**src/rtl/trial_factor_ctrl.sv**
```systemverilog
// Trial-factoring controller: computes 2^p mod q by left-to-right square-and-double,
// sharing an external modulo unit for the squaring step.
module trial_factor_ctrl #(
   parameter int unsigned BITWIDTH = 32,
   parameter int unsigned EXPWIDTH = 32
) (
   input  logic                  sys_clk,
   input  logic                  sys_rst_n,
   input  logic                  start,
   input  logic [EXPWIDTH-1:0]   exponent,
   input  logic [BITWIDTH-1:0]   candidate,
   output logic                  busy,
   output logic                  done,
   output logic                  is_factor,
   output logic [BITWIDTH-1:0]   residue,
   output logic                  err,
   output logic                  div_start,
   output logic [2*BITWIDTH-1:0] div_numerator,
   output logic [2*BITWIDTH-1:0] div_denominator,
   input  logic [2*BITWIDTH-1:0] div_remainder,
   input  logic                  div_finished
);

   localparam int unsigned IdxW = (EXPWIDTH > 1) ? $clog2(EXPWIDTH) : 1;
   localparam logic [IdxW-1:0] IdxTop = IdxW'(EXPWIDTH - 1);

   typedef enum logic [2:0] {
      StIdle, StCheck, StSkip, StSquare, StWaitDiv, StDouble, StNext, StFinish
   } state_e;

   state_e               state_q, state_d;
   logic [EXPWIDTH-1:0]  p_q, p_d;
   logic [BITWIDTH-1:0]  q_q, q_d;
   logic [BITWIDTH-1:0]  r_q, r_d;
   logic [BITWIDTH-1:0]  residue_q, residue_d;
   logic [IdxW-1:0]      idx_q, idx_d;
   logic                 guard_q, guard_d;
   logic                 busy_q, busy_d;
   logic                 done_q, done_d;
   logic                 err_q, err_d;
   logic                 is_factor_q, is_factor_d;
   logic                 div_start_q, div_start_d;
   logic [BITWIDTH:0]    dbl;
   logic                 p_bit;

   assign p_bit = p_q[idx_q];
   assign dbl   = {r_q, 1'b0};

   always_comb begin
      state_d     = state_q;
      p_d         = p_q;
      q_d         = q_q;
      r_d         = r_q;
      residue_d   = residue_q;
      idx_d       = idx_q;
      guard_d     = guard_q;
      err_d       = err_q;
      is_factor_d = is_factor_q;
      done_d      = 1'b0;
      div_start_d = 1'b0;
      unique case (state_q)
         StIdle: begin
            if (start) begin
               p_d         = exponent;
               q_d         = candidate;
               r_d         = BITWIDTH'(1);
               idx_d       = IdxTop;
               err_d       = 1'b0;
               is_factor_d = 1'b0;
               residue_d   = '0;
               state_d     = StCheck;
            end
         end
         StCheck: begin
            if (q_q < BITWIDTH'(2) || p_q < EXPWIDTH'(2)) begin
               err_d       = 1'b1;
               residue_d   = '0;
               is_factor_d = 1'b0;
               done_d      = 1'b1;
               state_d     = StFinish;
            end else begin
               state_d = StSkip;
            end
         end
         StSkip: begin
            // p >= 2 guarantees a leading one before the index runs out
            if (p_bit) begin
               div_start_d = 1'b1;
               state_d     = StSquare;
            end else begin
               idx_d = idx_q - 1'b1;
            end
         end
         StSquare: begin
            guard_d = 1'b1;
            state_d = StWaitDiv;
         end
         StWaitDiv: begin
            // First cycle is a guard: the unit's finished flag may still be stale
            if (guard_q) begin
               guard_d = 1'b0;
            end else if (div_finished) begin
               r_d     = div_remainder[BITWIDTH-1:0];
               state_d = p_bit ? StDouble : StNext;
            end
         end
         StDouble: begin
            r_d     = (dbl >= {1'b0, q_q}) ? BITWIDTH'(dbl - {1'b0, q_q}) : BITWIDTH'(dbl);
            state_d = StNext;
         end
         StNext: begin
            if (idx_q == '0) begin
               residue_d   = r_q;
               is_factor_d = (r_q == BITWIDTH'(1));
               done_d      = 1'b1;
               state_d     = StFinish;
            end else begin
               idx_d       = idx_q - 1'b1;
               div_start_d = 1'b1;
               state_d     = StSquare;
            end
         end
         StFinish: state_d = StIdle;
         default:  state_d = StIdle;
      endcase
      busy_d = (state_d != StIdle);
   end

   always_ff @(posedge sys_clk or negedge sys_rst_n) begin
      if (!sys_rst_n) begin
         state_q     <= StIdle;
         p_q         <= '0;
         q_q         <= '0;
         r_q         <= '0;
         residue_q   <= '0;
         idx_q       <= '0;
         guard_q     <= 1'b0;
         busy_q      <= 1'b0;
         done_q      <= 1'b0;
         err_q       <= 1'b0;
         is_factor_q <= 1'b0;
         div_start_q <= 1'b0;
      end else begin
         state_q     <= state_d;
         p_q         <= p_d;
         q_q         <= q_d;
         r_q         <= r_d;
         residue_q   <= residue_d;
         idx_q       <= idx_d;
         guard_q     <= guard_d;
         busy_q      <= busy_d;
         done_q      <= done_d;
         err_q       <= err_d;
         is_factor_q <= is_factor_d;
         div_start_q <= div_start_d;
      end
   end

   assign busy            = busy_q;
   assign done            = done_q;
   assign err             = err_q;
   assign is_factor       = is_factor_q;
   assign residue         = residue_q;
   assign div_start       = div_start_q;
   // r only changes on remainder load or doubling, so the operands hold while dividing
   assign div_numerator   = {{BITWIDTH{1'b0}}, r_q} * {{BITWIDTH{1'b0}}, r_q};
   assign div_denominator = {{BITWIDTH{1'b0}}, q_q};

endmodule

```
**config.mk**
```make
export PLATFORM = sky130hd
export DESIGN_NAME = trial_factor_ctrl
export DESIGN_NICKNAME = d
export VERILOG_FILES = /design/src/rtl/trial_factor_ctrl.sv
export SDC_FILE = /design/constraint.sdc
export NUM_CORES = 2
export LEC_CHECK = 0
export ABC_AREA = 1
export BUFFER_PORTS_ARGS = -buffer_cell sky130_fd_sc_hd__buf_2
export CORE_ASPECT_RATIO = 0.5
export CORE_MARGIN = 1.5
export CORE_UTILIZATION = 45
export CTS_CLUSTER_SIZE = 8
export DETAILED_ROUTE_END_ITERATION = 12
export GPL_TIMING_DRIVEN = 1
export PLACE_DENSITY = 0.61
export SLEW_MARGIN = 20
export SYNTH_ARGS = -nofsm -noshare
export SYNTH_HDL_FRONTEND = slang
export SYNTH_SLANG_ARGS = --single-unit
```
**constraint.sdc**
```tcl
create_clock -name sys_clk -period 8 [get_ports sys_clk]
set_input_delay 1.2 -clock sys_clk [delete_from_list [all_inputs] [get_ports sys_clk]]
set_output_delay 1.2 -clock sys_clk [all_outputs]
set_load 0.01 [all_outputs]
```
# Yosys cells after proc, flatten, opt, wreduce, memory -nomap -nowiden
# Index checks and enable logic that the tools add are counted.
# word_totals
inputBits	132
regBits	142
# op_classes
eq_ne	15
order_cmp	4
mux	36
n_mul	1
n_addsub	2
reduce_logical	14
# ops
op	count
32-bit two-way mux	7
32-bit case mux with 3 select lines	2
32-bit by 2-bit less-than comparator with 1-bit output, second input constant	2
32-bit by 32-bit multiplier with 64-bit output	1
33-bit by 32-bit greater-or-equal comparator with 1-bit output	1
32-bit by 1-bit equality test with 1-bit output, second input constant	1
32-bit subtractor	1
3-bit case mux with 8 select lines	1
3-bit two-way mux	6
5-bit two-way mux	3
5-bit case mux with 3 select lines	1
2-bit != test, second input constant	7
3-bit equality test, second input constant	4
4-bit AND reduction	3
3-bit nonzero test	4
1-bit two-way mux	9
1-bit case mux with 2 select lines	4
3-bit by 2-bit equality test with 1-bit output, second input constant	2
5-bit by 6-bit less-than comparator with 1-bit output, second input constant	1
1-bit binary-select mux with 5-bit select	1
5-bit zero test	1
5-bit by 1-bit subtractor with 5-bit output, second input constant	1
2-bit nonzero test	2
3-bit by 1-bit equality test with 1-bit output, second input constant	1
6 further kinds	6

# Depth between registers and ports, before layout
# depth
depth_word	7
depth_mapped	31

# Worst setup path after synthesis
# Ideal clock, no wire load.
# synth_path
path_kind	register to output
start	register r_q[5]
end	output div_numerator[35]
arrival_ps	6805
path_slack_ps	-5
path_stages_with_launch	29
path_cell_list	dfrtp_1 clkbuf_1 clkbuf_1 buf_1 nand2_1 fa_1 inv_1 fa_1 fa_1 inv_1 fa_1 inv_1 fa_1 inv_1 fa_1 inv_1 fa_1 fa_1 ha_1 nand2_1 nor2_1 inv_1 o21a_1 o21ai_0 nand2_1 nand2_1 nand2_1 nand2_1 xor2_1
# synth_via
elab_chain_len	1
# synth_rtl
element	line	rtl
start, declared	34	logic [BITWIDTH-1:0] r_q, r_d;
start signal, assigned	147	r_q <= r_d;
32-bit by 32-bit multiplier with 64-bit output	166	assign div_numerator = {{BITWIDTH{1'b0}}, r_q} * {{BITWIDTH{1'b0}}, r_q};
end, declared	18	output logic [2*BITWIDTH-1:0] div_numerator,
# No other way between the ends.

# Worst setup path in the final report
# layout_path
start	register r_q[14]
end	output div_numerator[38]
# Same word-level chain as after synthesis.

==> impl_metrics.csv <==
group,metric,value,unit
critical_path,critical-path-top-delay-family,"adder cells",
sta,setup-violations-final,49,
critical_path,critical_path_class,"reg -> out",
clock_tree,cts_root_buffer,"clkbuf_16",
final_layout,multi_input_area,33600,um2
grt,grt_max_degree,106,
clock_tree,htreeDepth,4,
placed_design,gp_congestion,0.935,
synth,postSynthCellCount,5195,
clock_tree,clk_latency,450,ps
sta,period_needed,8660,ps
synth,synth_flop_cell,"dfrtp_1",
critical_path,rr_startpoint,"r_q[3]$_DFFE_PN0P_",
critical_path,rr_worst_depth,16,
synth,synth_seq_area_share,0.0883,
grt,grtUsageTotal,0.299,
routing,vias,35700,
sta,timing.final.max_slew_violations,0,
sta,period_share,1.08,
clock_tree,cts_tree,"built",
routing,drt-wirelength-per-cell,18.9,um
final_layout,layout_common_cells,"1389 x inv_1, 1132 x nand2_1, 716 x fa_1",
clock_tree,clock_sinks,142,
routing,wirelength,136000,um
sta,fin_setup_tns,-22650,ps
placed_design,dpl.hpwl,113000,um
hold_path,hp-class,"reg -> reg",
critical_path,crit_path_frequent_cell,"fa_1",
final_layout,fin_util,0.601,
final_layout,fin_cells,7201,
die,design.die.area,91400,um2
synth,postSynthAreaPerCell,7.75,um2
critical_path,cp_max_fo,6,
grt,grt_overflow_total,0,
hold_path,hold_start,"residue[25]$_DFFE_PN0P_",
final_layout,layout_commonest_cell,"inv_1",
flow_run,maxCapViolCount,0,
synth,netlist-cell-type-count,46,
routing,ant_nets,0,
final_layout,seqCellArea,3570,um2
critical_path,ff2ff_setup_slack,4560,ps
critical_path,cp.arrival,7460,ps
grt,grt_pass1_wl,209000,um
placed_design,dp_cells,7051,
hold_path,holdPathEnd,"residue[25]$_DFFE_PN0P_",
status,violations,"setup timing",
clock_tree,clock_path_buffers,2,
final_layout,fill_cells,7834,
routing,first_pass_iters,7,
clock_tree,hold_buffers,0,
synth,synth-edff-count,0,
synth,syn_area,40200,um2
die,ios,297,
sta,slew_headroom,0.390,
synth,yosysWarnings,0,
die,rows,77,
critical_path,crit_buf_inv,9,
critical_path,crit_required,6800,ps
critical_path,r2r-end,"r_q[6]$_DFFE_PN0P_",
critical_path,end_kind,"output pin",
routing,drc_errors,0,
critical_path,critPathMaxStageDelay,590,ps
routing,drtIter0Drc,2869,
die,core-area,88400,um2
sta,max_freq,115,MHz
critical_path,startpoint,"r_q[14]$_DFFE_PN0P_",
die,die_h,214,um
status,status,"complete, but fails checks",
synth,ys_ff_latch,142,
clock_tree,numCtsBuffers,17,
sta,hold_violations,0,
final_layout,drive_above_1_share,0.281,
sta,rsz0062_at_grt,"yes",
grt,grt_pass1_vias,37600,
grt,antenna_found_initial,2,
clock_tree,clkTransAtPathRegs,70,ps
final_layout,syn_to_final_growth,32.0,%
routing,vias_per_cell,4.96,
placed_design,post-place-ws,-604,ps
sta,worstMarginPinSlew,915,ps
placed_design,port_buffers,231,
sta,finalClockSkew,11.5,ps
sta,setup_ws,-663,ps
synth,synthArstFlopShare,1.00,
critical_path,cp_slowest_cell,"fa_1",
die,die_w,426,um
die,initial_core_util,0.455,
hold_path,hold_depth,2,
critical_path,startpoint_type,"flip-flop",
final_layout,num-nets-final,7254,
cells by family after synthesis:
group,share of synthesized area
buffers and inverters,0.165
flip-flops,0.0883
AO/OA/AOI/OAI,0.0543
XOR/XNOR,0.0226
AND/OR/NAND/NOR,0.173
other,0.0000932
adder cells (fa/ha/maj),0.496
Yosys cell counts (7+ instances only):
library cell	instances	share of area
inv_1	1504	0.14
nand2_1	1270	0.12
fa_1	793	0.39
ha_1	327	0.10
nor2_1	221	0.021
a21oi_1	155	0.019
dfrtp_1	142	0.088
nand3_1	136	0.017
clkbuf_1	121	0.011
o21ai_0	110	0.014
xor2_1	75	0.016
buf_4	35	0.0065
nand4_1	30	0.0047
nor3_1	29	0.0036
o21bai_1	29	0.0054
xnor2_1	29	0.0063
buf_2	27	0.0034
a21boi_1	21	0.0039
buf_1	14	0.0013
a21o_1	12	0.0022
a21oi_2	9	0.0020
nand2_2	8	0.0012
nand3b_1	8	0.0015
o211ai_1	8	0.0015
buf_6	7	0.0020
nand3_2	7	0.0017
o21ai_1	7	0.00087
routing by layer:
metal | GRT usage | vias to the layer above | share of wire | wire [um]
met5 | 0 | - | 0 | 0
met4 | 0.0746 | 0 | 0.029 | 3980
met3 | 0.0526 | 169 | 0.079 | 10800
met2 | 0.461 | 1169 | 0.45 | 61000
met1 | 0.436 | 17800 | 0.44 | 60600
li1 | - | 16500 | - | -
worst max-delay path by stage:
| stage | slack (ps) | to | depth (start not counted) |
|---|---|---|---|
| global placement | -590 | div_numerator[42] | 26 |
| CTS | -640 | div_numerator[42] | 28 |
| detailed placement | -600 | div_numerator[42] | 26 |
| global route | -820 | div_numerator[44] | 30 |
| floorplan | 10 | div_numerator[35] | 28 |
| finish | -660 | div_numerator[38] | 26 |
metrics by stage:
step	area (um2)	hold slack, ps
final	53100	473
after CTS	50000	474
after global placement	47100	450
after global routing	53100	494
after detailed placement	47100	457
after floorplan	40400	437
area by class of cell:
| type | instances | area share |
|---|---|---|
| multi-input combinational | 3371 | 0.633 |
| timing repair buffer | 960 | 0.154 |
| inverter | 1510 | 0.107 |
| sequential | 142 | 0.0673 |
| tap | 1185 | 0.0279 |
| clock buffer | 18 | 0.00827 |
| clock inverter | 14 | 0.00283 |
| antenna | 1 | 0.0000471 |
repair_timing:
| item | 4_1_cts | 5_1_grt |
|---|---|---|
| resized for setup | 509 | 553 |
| gates cloned | 1 | 8 |
| pin swaps | 161 | 306 |
| buffers inserted | 34 | 89 |
| setup endpoints to repair | 54 | 54 |
flip-flops by register name (all words and copies together) (netlist names), 3 cells and up:
signal,flops
p_q,32
idx_q,5
state_q,3
q_q,32
residue,32
r_q,32
worst reg2reg max path: cells and delay by family, from the launching register on:
kind                       cells  cell delay (ps)
and+or+nand+nor               10             1720
buffers and inverters          4              720
DFF                            1              430
adders and majority gates      1              370
AOI/OAI and AO/OA              1               80
Power is not shown: default switching activity piles up to over one toggle a cycle in this logic, so the estimate is an artifact.
